==> src/rtl/alu_in_queue_pkg.sv <==
// Shared ALU command definitions: field widths and the packed command record
// carried from the issue stage into the ALU input queue.
package alu_in_queue_pkg;

  localparam int OP_W       = 4;
  localparam int MOVI_W     = 2;
  localparam int CMD_DATA_W = 8;

  typedef struct packed {
    logic [OP_W-1:0]       op;
    logic [MOVI_W-1:0]     movi;
    logic [CMD_DATA_W-1:0] reg_a;
    logic [CMD_DATA_W-1:0] reg_b;
    logic [CMD_DATA_W-1:0] mem;
    logic [CMD_DATA_W-1:0] imm;
  } alu_cmd_t;

endpackage

==> src/rtl/alu_in_queue_mem.sv <==
// Command storage for the ALU input queue: one synchronous write port and
// one asynchronous read port, so the head entry is visible without a read cycle.
module alu_in_queue_mem
  import alu_in_queue_pkg::*;
#(
  parameter int DEPTH = 4,
  localparam int AW   = $clog2(DEPTH)
) (
  input  logic          clk,
  input  logic          we_i,
  input  logic [AW-1:0] waddr_i,
  input  alu_cmd_t      wdata_i,
  input  logic [AW-1:0] raddr_i,
  output alu_cmd_t      rdata_o
);

  alu_cmd_t mem_q [DEPTH];

  // NOTE: storage is deliberately not reset; occupancy is tracked by the
  // pointers, so stale entries are never presented and a reset net would
  // only add fan-out to every bit of the array.
  always_ff @(posedge clk) begin
    if (we_i) begin
      mem_q[waddr_i] <= wdata_i;
    end
  end

  assign rdata_o = mem_q[raddr_i];

endmodule

==> src/rtl/alu_in_queue.sv <==
// ALU input queue: show-ahead FIFO of ALU commands with valid/ready upstream,
// act/ready downstream, synchronous flush and a wrapping issue counter.
module alu_in_queue
  import alu_in_queue_pkg::*;
#(
  parameter int DATA_WIDTH = CMD_DATA_W,
  parameter int DEPTH      = 4,
  localparam int PW        = $clog2(DEPTH),
  localparam int CW        = $clog2(DEPTH) + 1
) (
  input  logic                  CLK,
  input  logic                  RST,
  input  logic                  IN_VLD,
  output logic                  IN_RDY,
  input  logic [OP_W-1:0]       IN_OP,
  input  logic [MOVI_W-1:0]     IN_MOVI,
  input  logic [DATA_WIDTH-1:0] IN_REG_A,
  input  logic [DATA_WIDTH-1:0] IN_REG_B,
  input  logic [DATA_WIDTH-1:0] IN_MEM,
  input  logic [DATA_WIDTH-1:0] IN_IMM,
  output logic                  OUT_ACT,
  output logic [OP_W-1:0]       OUT_OP,
  output logic [MOVI_W-1:0]     OUT_MOVI,
  output logic [DATA_WIDTH-1:0] OUT_REG_A,
  output logic [DATA_WIDTH-1:0] OUT_REG_B,
  output logic [DATA_WIDTH-1:0] OUT_MEM,
  output logic [DATA_WIDTH-1:0] OUT_IMM,
  input  logic                  ALU_RDY,
  input  logic                  FLUSH,
  output logic [CW-1:0]         COUNT,
  output logic [15:0]           ISSUE_CNT
);

  localparam logic [CW-1:0] FULL_CNT = CW'(DEPTH);

  logic [PW-1:0] wr_ptr_q, wr_ptr_d;
  logic [PW-1:0] rd_ptr_q, rd_ptr_d;
  logic [CW-1:0] count_q, count_d;
  logic [15:0]   issue_cnt_q, issue_cnt_d;

  logic     in_rdy, out_act, push, pop;
  alu_cmd_t wr_cmd, rd_cmd;

  // Handshake flags depend on registered occupancy only, so IN_RDY stays low
  // for a whole cycle when full even if the ALU drains an entry that cycle.
  assign in_rdy  = (count_q != FULL_CNT);
  assign out_act = (count_q != '0);
  assign push    = IN_VLD && in_rdy && !FLUSH;
  assign pop     = out_act && ALU_RDY && !FLUSH;

  assign wr_cmd = '{op: IN_OP, movi: IN_MOVI, reg_a: IN_REG_A,
                    reg_b: IN_REG_B, mem: IN_MEM, imm: IN_IMM};

  alu_in_queue_mem #(
    .DEPTH (DEPTH)
  ) u_mem (
    .clk     (CLK),
    .we_i    (push),
    .waddr_i (wr_ptr_q),
    .wdata_i (wr_cmd),
    .raddr_i (rd_ptr_q),
    .rdata_o (rd_cmd)
  );

  // NOTE: every next-state value gets its hold default first, so no path
  // through the block can leave a signal unassigned and infer a latch.
  always_comb begin
    wr_ptr_d    = wr_ptr_q;
    rd_ptr_d    = rd_ptr_q;
    count_d     = count_q;
    issue_cnt_d = issue_cnt_q;
    if (FLUSH) begin
      wr_ptr_d = '0;
      rd_ptr_d = '0;
      count_d  = '0;
    end else begin
      if (push) begin
        wr_ptr_d = wr_ptr_q + PW'(1);
      end
      if (pop) begin
        rd_ptr_d    = rd_ptr_q + PW'(1);
        issue_cnt_d = issue_cnt_q + 16'd1;
      end
      case ({push, pop})
        2'b10:   count_d = count_q + CW'(1);
        2'b01:   count_d = count_q - CW'(1);
        default: count_d = count_q;
      endcase
    end
  end

  // NOTE: state registers use non-blocking assignments so every flop samples
  // the pre-edge values regardless of process ordering.
  always_ff @(posedge CLK or negedge RST) begin
    if (!RST) begin
      wr_ptr_q    <= '0;
      rd_ptr_q    <= '0;
      count_q     <= '0;
      issue_cnt_q <= '0;
    end else begin
      wr_ptr_q    <= wr_ptr_d;
      rd_ptr_q    <= rd_ptr_d;
      count_q     <= count_d;
      issue_cnt_q <= issue_cnt_d;
    end
  end

  // Fields are forced to zero when idle so the ALU never sees stale entries.
  always_comb begin
    OUT_OP    = '0;
    OUT_MOVI  = '0;
    OUT_REG_A = '0;
    OUT_REG_B = '0;
    OUT_MEM   = '0;
    OUT_IMM   = '0;
    if (out_act) begin
      OUT_OP    = rd_cmd.op;
      OUT_MOVI  = rd_cmd.movi;
      OUT_REG_A = rd_cmd.reg_a;
      OUT_REG_B = rd_cmd.reg_b;
      OUT_MEM   = rd_cmd.mem;
      OUT_IMM   = rd_cmd.imm;
    end
  end

  assign IN_RDY    = in_rdy;
  assign OUT_ACT   = out_act;
  assign COUNT     = count_q;
  assign ISSUE_CNT = issue_cnt_q;

endmodule

==> config.mk <==
export PLATFORM = sky130hd
export DESIGN_NAME = alu_in_queue
export DESIGN_NICKNAME = d
export VERILOG_FILES = /design/src/rtl/alu_in_queue_pkg.sv /design/src/rtl/alu_in_queue_mem.sv /design/src/rtl/alu_in_queue.sv
export SDC_FILE = /design/constraint.sdc
export NUM_CORES = 1
export LEC_CHECK = 0
export BUFFER_PORTS_ARGS = -buffer_cell sky130_fd_sc_hd__buf_2
export CORE_MARGIN = 3
export CORE_UTILIZATION = 55
export DETAILED_ROUTE_END_ITERATION = 8
export PLACE_DENSITY = 0.77
export SYNTH_ARGS = -nofsm -noshare
export SYNTH_HDL_FRONTEND = slang
export SYNTH_SLANG_ARGS = --single-unit
==> constraint.sdc <==
create_clock -name CLK -period 4.8 [get_ports CLK]
set_clock_uncertainty 0.05 [all_clocks]
set_input_delay 0.24 -clock CLK [delete_from_list [all_inputs] [get_ports CLK]]
set_output_delay 0.24 -clock CLK [all_outputs]
set_load 0.1 [all_outputs]
==> impl_metrics.py <==
metrics = {
    "outcome": {
        "status": "complete, no violations",
    },
    "route": {
        "route.vias.total": 3699,
        "drc": 0,
        "drtAntennaViolNets": 0,
        "drt_iter0_markers": 229,
        "wl_per_cell_um": 19.2,
        "dr.pass1.iters": 4,
        "vias_per_cell": 5.43,
        "routed_wl_mm": 13.1,
    },
    "run": {
        "cap_violations": 0,
    },
    "grt": {
        "use_met3_pct": 5.69,
        "overflow": 0,
        "grtUsageMet1_pct": 24.0,
        "antenna_found_initial": 0,
        "track_usage_pct": 20.1,
        "top_usage_layer": "met2",
        "grt_max_degree": 42,
        "grtUsageMet2_pct": 34.3,
        "grt_pass1_wl_mm": 21.2,
        "grt_pass1_vias": 4011,
    },
    "logic_synthesis": {
        "syn-num-nets": 403,
        "syn_area_per_cell_um2": 19.7,
        "ys_seq_elements": 175,
        "synth_area_leaders": "edfxtp_1 (66%), mux4_2 (12%), dfrtp_1 (8.3%), and2_1 (4.0%), xnor2_1 (2.0%)",
        "syn_inst": 354,
        "yosys_warnings": 0,
        "netlist.area_leader.share_pct": 65.6,
        "yosys.area.top_type": "edfxtp_1",
        "syn_area_um2": 6960,
        "seq_area_frac_synth_pct": 73.8,
        "netlist-cell-type-count": 34,
    },
    "floorplanning": {
        "pin_count": 102,
        "core_um2": 12200,
        "die_area_um2": 14000,
        "row_count": 40,
        "die_w_um": 119,
        "die_y_um": 119,
        "start_util_pct": 57.0,
    },
    "cells_and_area": {
        "fin_nets": 548,
        "layout-drive-gt1-share_pct": 35.4,
        "stdcell_count": 681,
        "syn_to_final_growth_pct": 23.0,
        "design_area_um2": 8570,
    },
    "worst_hold_path": {
        "hold_class": "input port to flip-flop",
    },
    "cts": {
        "numCtsBuffers": 17,
        "clk_latency_ns": 0.42,
        "cts_sinks": 175,
        "htreeDepth": 4,
        "cts_tree": "built",
        "clockBufferDepth": 2,
        "path_clk_slew_ns": 0.06,
        "cts_setup_buffers": 0,
        "post_cts_resized": 0,
        "cts_root_buffer": "clkbuf_16",
    },
    "timing": {
        "rsz0062_at_grt": "no",
        "min_period_ns": 3.18,
        "max_freq_mhz": 315,
        "final.setup.tns_ns": 0,
        "slew_violations": 0,
        "setup_violations": 0,
        "period_share_pct": 66.2,
        "holdWs_ns": 0.101,
        "finalHoldViolCount": 0,
        "tightestPinTransition_ns": 1.07,
        "relSlewSlack_pct": 28.6,
    },
    "setup_path": {
        "cp_max_fo": 29,
        "crit_slowest_cell": "dfrtp_2",
        "worstSetupEndpointType": "output port",
        "start_kind": "flip-flop",
        "cpPeakStageDelay_ns": 1.02,
        "worstPathCellList": "buf_4 > mux4_2 > and2_1 > buf_2",
        "arrival_ns": 2.89,
        "crit_type": "flip-flop to output port",
        "critPathRequiredTime_ns": 4.51,
    },
    "place": {
        "gp_congestion": 0.706,
        "io_buffers": 101,
        "placedCellCount": 609,
        "placed_area_um2": 7630,
        "dpl.hpwl_mm": 7.33,
    },
    "power": {
        "finalPower_mw": 5.47,
        "p_per_area_nw_per_um2": 639,
        "ir_worst_vdd_uv": 600,
        "power_leakage_nw": 3.11,
    },
}
-- cell usage after synthesis --
master       n
xnor2_1     16
nand2_4      1
nand2b_1     1
mux4_2      38
o21ai_1      1
and4b_1      1
and4_1       2
nor2_1       7
nor3_1       2
buf_2        5
or3_4        1
edfxtp_1   152
nor3b_1      1
xor2_1       7
a311oi_1     1
o31ai_4      1
ha_1         5
nand3b_1     1
buf_4        1
a2bb2oi_1    1
inv_1        3
dfrtp_1     23
fa_1         1
nor3b_2      1
nand3_1      5
nor2_4       1
mux2_2       1
a21oi_1      2
nand2_1      6
and2_1      45
or3b_4       1
clkbuf_1     9
and3_1       3
nand4_1      8
-- logic make-up after synthesis --
group                    share of synthesized area (%)
AO/OA/AOI/OAI                                    0.773
XOR/XNOR                                          2.89
adder cells (fa/ha/maj)                           1.19
buffers and inverters                             1.11
flip-flops                                        73.8
multiplexers                                      12.5
AND/OR/NAND/NOR                                   7.76
-- placed cells by master, fill, tap and decap left out, types with 8 or more instances in the layout --
| cell type | n |
|---|---|
| and2_1 | 41 |
| buf_2 | 101 |
| clkbuf_16 | 17 |
| dfrtp_1 | 21 |
| dlygate4sd3_1 | 39 |
| edfxtp_1 | 152 |
| mux4_2 | 38 |
| nand4_1 | 8 |
| xnor2_1 | 16 |
-- registers in the layout (all words and copies together) (netlist names) --
name,cells
u_mem.mem_q,152
wr_ptr_q,2
ISSUE_CNT,16
COUNT,3
rd_ptr_q,2
-- area by class of cell --
type / count / area (µm²)
clock inverter: 15 / 120
tap: 168 / 210
inverter: 3 / 11.3
multi-input combinational: 161 / 1750
clock buffer: 17 / 425
sequential: 175 / 5140
timing repair buffer: 141 / 903
antenna: 1 / 2.50
fill: 784 / 3650
-- metrics by stage --
| step | worst slack (ns) | util, % |
|---|---|---|
| floorplan | 1.31 | - |
| global placement | 2.01 | 62.5 |
| global route | 1.40 | 70.1 |
| CTS | 1.50 | 70.1 |
| detailed placement | 2.00 | 62.5 |
| finish | 1.62 | 70.1 |
-- critical path: cells and delay by family, from the launching register on --
kind          cells  cell delay, ns
simple gates      1            0.18
flops             1            1.02
mux               1            0.55
buf+inv           2            0.70
-- where the power goes --
group,internal (mW),total (mW),leakage [nW],switching (mW)
clock,0.708,1.26,0.256,0.549
combinational,0.498,2.33,1.17,1.83
sequential,1.75,1.89,1.69,0.135
total,2.96,5.47,3.11,2.51
-- path summary, 6_finish.rpt --
kind | slack [ns] | depth (start not counted) | to | startpoint
worst max-delay path | 1.62 | 4 | OUT_REG_A[6] | rd_ptr_q[0]
worst min-delay path | 0.10 | 3 | wr_ptr_q[1] | IN_VLD
worst max register to register | 2.30 | 8 | COUNT[2] | COUNT[2]
worst min register to register | 0.42 | 1 | ISSUE_CNT[15] | ISSUE_CNT[15]
max in group asynchronous | 4.00 | 2 | rd_ptr_q[1] | RST
min in group asynchronous | 0.32 | 2 | ISSUE_CNT[10] | RST
-- what timing repair did --
action | in CTS | in global routing
hold buffers | 39 | 0
hold endpoints to repair | 175 | 0
endpoints found under the setup margin | 0 | 0
-- per-layer routing --
| layer | share of wire, % | wire length (µm) | vias up |
|---|---|---|---|
| li1 | - | - | 1677 |
| met1 | 39 | 5140 | 1904 |
| met2 | 54 | 7110 | 104 |
| met3 | 4.9 | 641 | 14 |
| met4 | 1.4 | 189 | 0 |
| met5 | 0 | 0 | - |
Note: power is estimated with default switching activity, not from simulation.
